===== src/rtl/sipo_pkg.sv =====
// Shared constants and helpers for the MSB-first SIPO receiver.
// Provides the default word width and the bit-counter width function.
package sipo_pkg;

    localparam int SIPO_DEFAULT_WIDTH = 4;

    // Wide enough to count 0..width, which covers a frame with a parity bit.
    function automatic int sipo_cnt_w(input int width);
        return $clog2(width + 1);
    endfunction

endpackage


===== src/rtl/sipo_hold_buf.sv =====
// One-word output holding register with valid/ready handshake and sticky overrun.
// Ports: clk, reset_n, load, din, perr_in, q_ready, ovr_clr -> q, q_perr, q_valid, overrun.
module sipo_hold_buf
    import sipo_pkg::*;
#(
    parameter int WIDTH = SIPO_DEFAULT_WIDTH
) (
    input  logic             clk,
    input  logic             reset_n,
    input  logic             load,
    input  logic [WIDTH-1:0] din,
    input  logic             perr_in,
    input  logic             q_ready,
    input  logic             ovr_clr,
    output logic [WIDTH-1:0] q,
    output logic             q_perr,
    output logic             q_valid,
    output logic             overrun
);

    logic [WIDTH-1:0] q_q, q_d;
    logic             perr_q, perr_d;
    logic             valid_q, valid_d;
    logic             ovr_q, ovr_d;
    logic             accept;
    logic             blocked;

    assign accept  = valid_q & q_ready;
    assign blocked = valid_q & ~q_ready;

    always_comb begin
        q_d     = q_q;
        perr_d  = perr_q;
        valid_d = valid_q;
        ovr_d   = ovr_q;

        // A consumer accepting this cycle frees the slot for the new word.
        if (load && !blocked) begin
            q_d     = din;
            perr_d  = perr_in;
            valid_d = 1'b1;
        end else if (accept) begin
            valid_d = 1'b0;
        end

        // A new drop beats a simultaneous clear.
        if (load && blocked) begin
            ovr_d = 1'b1;
        end else if (ovr_clr) begin
            ovr_d = 1'b0;
        end
    end

    always_ff @(posedge clk or negedge reset_n) begin
        if (!reset_n) begin
            q_q     <= '0;
            perr_q  <= 1'b0;
            valid_q <= 1'b0;
            ovr_q   <= 1'b0;
        end else begin
            q_q     <= q_d;
            perr_q  <= perr_d;
            valid_q <= valid_d;
            ovr_q   <= ovr_d;
        end
    end

    assign q       = q_q;
    assign q_perr  = perr_q;
    assign q_valid = valid_q;
    assign overrun = ovr_q;

endmodule


===== src/rtl/shift_reg_sipo_rx.sv =====
// MSB-first serial-in parallel-out receiver with registered handshake output.
// Ports: clk, reset_n, sdi, sdi_en, sync, q_ready, ovr_clr -> q, q_valid, q_perr, overrun.
// Define SIPO_PARITY_EN to append an even-parity bit to each frame.
module shift_reg_sipo_rx
    import sipo_pkg::*;
#(
    parameter int WIDTH = SIPO_DEFAULT_WIDTH
) (
    input  logic             clk,
    input  logic             reset_n,
    input  logic             sdi,
    input  logic             sdi_en,
    input  logic             sync,
    output logic [WIDTH-1:0] q,
    output logic             q_valid,
    input  logic             q_ready,
    output logic             q_perr,
    output logic             overrun,
    input  logic             ovr_clr
);

`ifdef SIPO_PARITY_EN
    localparam int FRAME = WIDTH + 1;
    localparam int SH_W  = WIDTH;
`else
    localparam int FRAME = WIDTH;
    // The oldest bit leaves the register exactly when the word completes,
    // so only WIDTH-1 bits ever need to be stored.
    localparam int SH_W  = WIDTH - 1;
`endif

    localparam int            CW   = sipo_cnt_w(WIDTH);
    localparam logic [CW-1:0] LAST = CW'(FRAME - 1);

    logic [SH_W-1:0]  sh_q, sh_d;
    logic [CW-1:0]    cnt_q, cnt_d;
    logic [CW-1:0]    idx;
    logic             last_bit;
    logic             word_done;
    logic [WIDTH-1:0] word;
    logic             perr;

    // sync makes the bit on this edge frame bit 0.
    assign idx       = sync ? '0 : cnt_q;
    assign last_bit  = (idx == LAST);
    assign word_done = sdi_en & last_bit;

    always_comb begin
        cnt_d = cnt_q;
        if (sdi_en) begin
            cnt_d = last_bit ? '0 : idx + 1'b1;
        end else if (sync) begin
            cnt_d = '0;
        end
    end

`ifdef SIPO_PARITY_EN
    logic par_q, par_d;

    assign word = sh_q;
    assign perr = par_q ^ sdi;

    always_comb begin
        sh_d  = sh_q;
        par_d = par_q;
        if (sdi_en) begin
            // The parity bit is checked, never stored.
            if (!last_bit) begin
                sh_d = {sh_q[WIDTH-2:0], sdi};
            end
            par_d = (idx == '0) ? sdi : (par_q ^ sdi);
        end
    end

    always_ff @(posedge clk or negedge reset_n) begin
        if (!reset_n) begin
            par_q <= 1'b0;
        end else begin
            par_q <= par_d;
        end
    end
`else
    assign word = {sh_q, sdi};
    assign perr = 1'b0;

    always_comb begin
        sh_d = sh_q;
        if (sdi_en) begin
            sh_d = word[SH_W-1:0];
        end
    end
`endif

    always_ff @(posedge clk or negedge reset_n) begin
        if (!reset_n) begin
            sh_q  <= '0;
            cnt_q <= '0;
        end else begin
            sh_q  <= sh_d;
            cnt_q <= cnt_d;
        end
    end

    sipo_hold_buf #(
        .WIDTH(WIDTH)
    ) u_hold (
        .clk    (clk),
        .reset_n(reset_n),
        .load   (word_done),
        .din    (word),
        .perr_in(perr),
        .q_ready(q_ready),
        .ovr_clr(ovr_clr),
        .q      (q),
        .q_perr (q_perr),
        .q_valid(q_valid),
        .overrun(overrun)
    );

endmodule


===== config.mk =====
export PLATFORM = sky130hd
export DESIGN_NAME = shift_reg_sipo_rx
export DESIGN_NICKNAME = d
export VERILOG_FILES = /design/src/rtl/sipo_pkg.sv /design/src/rtl/sipo_hold_buf.sv /design/src/rtl/shift_reg_sipo_rx.sv
export SDC_FILE = /design/constraint.sdc
export NUM_CORES = 1
export LEC_CHECK = 0
export CORE_ASPECT_RATIO = 1.1
export CORE_MARGIN = 2
export CORE_UTILIZATION = 35
export DETAILED_ROUTE_END_ITERATION = 16
export PLACE_DENSITY = 0.72
export SLEW_MARGIN = 20
export SYNTH_ARGS = -nofsm -noshare
export SYNTH_HDL_FRONTEND = slang
export SYNTH_SLANG_ARGS = --single-unit
export TNS_END_PERCENT = 50

===== constraint.sdc =====
create_clock -name clk -period 3.4 [get_ports clk]
set_input_delay 0.34 -clock clk [delete_from_list [all_inputs] [get_ports clk]]
set_output_delay 0.34 -clock clk [all_outputs]
set_load 0.05 [all_outputs]

==> impl_metrics.csv <==
group,metric,value,unit
sta,final-setup-viol-count,0,
yosys,mappedNetlistArea,510,um2
placed_design,post-place-cells,61,
run,maxCapViolCount,0,
sta,least_margin_pin_slew,516,ps
placed_design,gp_congestion,0.715,
grt,globalRouteOverflowTotal,0,
routing,detail-route-antenna-nets,0,
sta,fin_setup_tns,0,ps
yosys,portion_of_the_post_synthesis_area_used_by_sequential_elements,0.588,
worst_setup_path,worst-path-buf-inv,1,
cts,post_cts_hold_buffer_count,0,
routing,detail_route.vias_per_cell,4.68,
placed_design,dpl_worst_slack,1510,ps
cts,later_pin_clock_latency_in_the_skew_report,270,ps
cts,cts_resized,0,
worst_setup_path,critPathSlowestCell,"sky130_fd_sc_hd__clkdlybuf4s50_1",
cts,tritoncts,"yes",
cts,cts_made_buffers,3,
cts,clk_pin_slew,70,ps
placed_design,dp.final_hpwl,554,um
sta,timing.final.hold_violations,0,
sta,rsz_0062_raised_after_global_routing,"false",
cells_and_area,final-instance-count-excl-fill,65,
floorplan,rows,14,
floorplan,initial_core_util,0.374,
grt,first_global_vias,335,
worst_setup_path,critPathArrivalTime,1450,ps
floorplan,core-area,0.00137,mm2
outcome,outcome,"finished, final reports clean",
worst_setup_path,timing.critical_path.fanout_max,2,
worst_setup_path,critical_path_class,"register to output port",
cts,cts.repair_timing.setup_buffer_count,0,
sta,min_period,1790,ps
pwr,power_density,656,mW/mm2
worst_setup_path,cp_data_required_time,3060,ps
placed_design,placement.io_buffers,12,
worst_setup_path,cpLargestDelayFamily,"buffers and inverters",
sta,clock_skew,3.47,ps
cells_and_area,area_growth,32.1,%
cts,cts-root-buf,"sky130_fd_sc_hd__clkbuf_4",
pwr,total_power,0.442,mW
cts,clock_tree.htree_level_count,1,
placed_design,dpl-instance-area,638,um2
cells_and_area,utilization,0.494,
yosys,ys_seq_elements,12,
yosys,netlist-cell-type-count,17,
routing,totalWireLength,778,um
routing,route.detailed.wl_per_inst,12.0,um
worst_setup_path,crit_path_cell_trace,"clkdlybuf4s50_1",
cts,maximum_buffer_depth_of_the_clock_tree,2,
pwr,power.static_leakage,0.308,nW
floorplan,fp.dieH,44.1,um
floorplan,num_io_pins,14,
min_path,worstHoldPathType,"input port to async pin",
cells_and_area,drive_gt1_frac,0.286,
grt,pin_count_of_the_biggest_net_entering_global_routing,13,
grt,grt_pass1_wl,1.48,mm
pwr,max_rail_drop_vdd,0.000260,V
grt,antenna_violations_before_repair,0,
sta,timing.max_slew.rel_slack,0.655,
floorplan,width_of_the_chip,40.4,um
sta,min_period_over_period,0.525,
yosys,synth_area_per_cell,14.6,um2
worst_setup_path,reg2reg_from,"cnt_q[0]",
worst_setup_path,worst_path_largest_cell_delay,810,ps
routing,vias,304,
worst_setup_path,worst_setup_path_end_kind,"output port",
cells_and_area,post-route-cell-area,674,um2
cells_and_area,finalNetCount,58,
routing,drt_pass1_iterations,2,
sta,post-route-worst-setup-slack,1610,ps
cells_and_area,layout_common_cells,"12 x sky130_fd_sc_hd__dfrtp_1, 12 x sky130_fd_sc_hd__clkdlybuf4s50_1, 4 x sky130_fd_sc_hd__mux2_2, 4 x sky130_fd_sc_hd__mux2_4, 3 x sky130_fd_sc_hd__clkbuf_4",
yosys,post_synth_inst_count,35,
sta,max_freq,0.560,GHz
cts,clkSinkCount,12,
yosys,synth_nets,43,
yosys,yosys_warnings,0,
grt,grtUsageTotal,0.128,
worst_setup_path,critPathLaunch,"u_hold.q[0]",
worst_setup_path,start_kind,"register",
routing,drt_first_iter_violations,3,
routing,drt_drc_violations_left,0,
floorplan,design.die.area,0.00178,mm2
sta,fin_hold_ws,409,ps
sta,slew_violations,0,
cells_and_area,diodes_inserted,0,
final cells by class:
cell class	instances	area (um2)
Fill cell	119	692
Multi-Input combinational cell	20	194
Tap cell	16	20.0
Sequential cell	12	300
Clock buffer	4	36.3
Inverter	1	3.75
Timing Repair Buffer	12	120
metal layers:
layer | vias to the layer above | wire length (um) | global-route usage
met2 | 11 | 356 | 0.175
met4 | 0 | 6 | 0.0800
met3 | 2 | 40 | 0.0452
met1 | 144 | 375 | 0.170
li1 | 147 | - | -
met5 | - | 0 | 0
flip-flops by register name, summed over array words and instances (netlist names):
signal / cells
u_hold.overrun: 1
u_hold.q_valid: 1
cnt_q: 3
u_hold.q: 4
sh_q: 3
cells by family after synthesis:
kind of cell,after synthesis,synth area share
flops,12,0.588
mux,8,0.206
simple gates,7,0.103
buf+inv,3,0.0319
compound gates,2,0.0221
fa+ha+maj,1,0.0245
other cells,1,0.00735
xor+xnor,1,0.0172
final timing paths:
| path | end | slack (ps) | cells after the start |
|---|---|---|---|
| setup / recovery | q[0] | 1610 | 1 |
| hold / removal | u_hold.q[0] | 410 | 1 |
| setup reg to reg | u_hold.q[3] | 1960 | 4 |
| hold reg to reg | u_hold.q[2] | 520 | 1 |
| max in group asynchronous | cnt_q[2] | 2650 | 1 |
| min in group clk | u_hold.q[2] | 520 | 1 |
cells in the mapped netlist:
cell type                  count  share of area
sky130_fd_sc_hd__mux2_4        4           0.12
sky130_fd_sc_hd__dfrtp_1      12           0.59
sky130_fd_sc_hd__ha_1          1          0.025
sky130_fd_sc_hd__xor2_1        1          0.017
sky130_fd_sc_hd__inv_1         1         0.0073
sky130_fd_sc_hd__nor2b_1       2          0.025
sky130_fd_sc_hd__nand3_1       1         0.0098
sky130_fd_sc_hd__and4_4        1          0.022
sky130_fd_sc_hd__conb_1        1         0.0073
sky130_fd_sc_hd__nand2b_1      1          0.012
sky130_fd_sc_hd__mux2_2        4          0.088
sky130_fd_sc_hd__buf_4         1          0.015
sky130_fd_sc_hd__nand2_1       1         0.0073
sky130_fd_sc_hd__buf_2         1         0.0098
sky130_fd_sc_hd__nand2b_4      1          0.027
sky130_fd_sc_hd__a21oi_1       1         0.0098
sky130_fd_sc_hd__o22ai_1       1          0.012
power by group:
group	switching (mW)	total [mW]	internal, mW
clock network	0.0456	0.111	0.0650
registers	0.0141	0.183	0.169
logic	0.0842	0.149	0.0648
total	0.144	0.442	0.298
(Power assumes the default switching activity.)
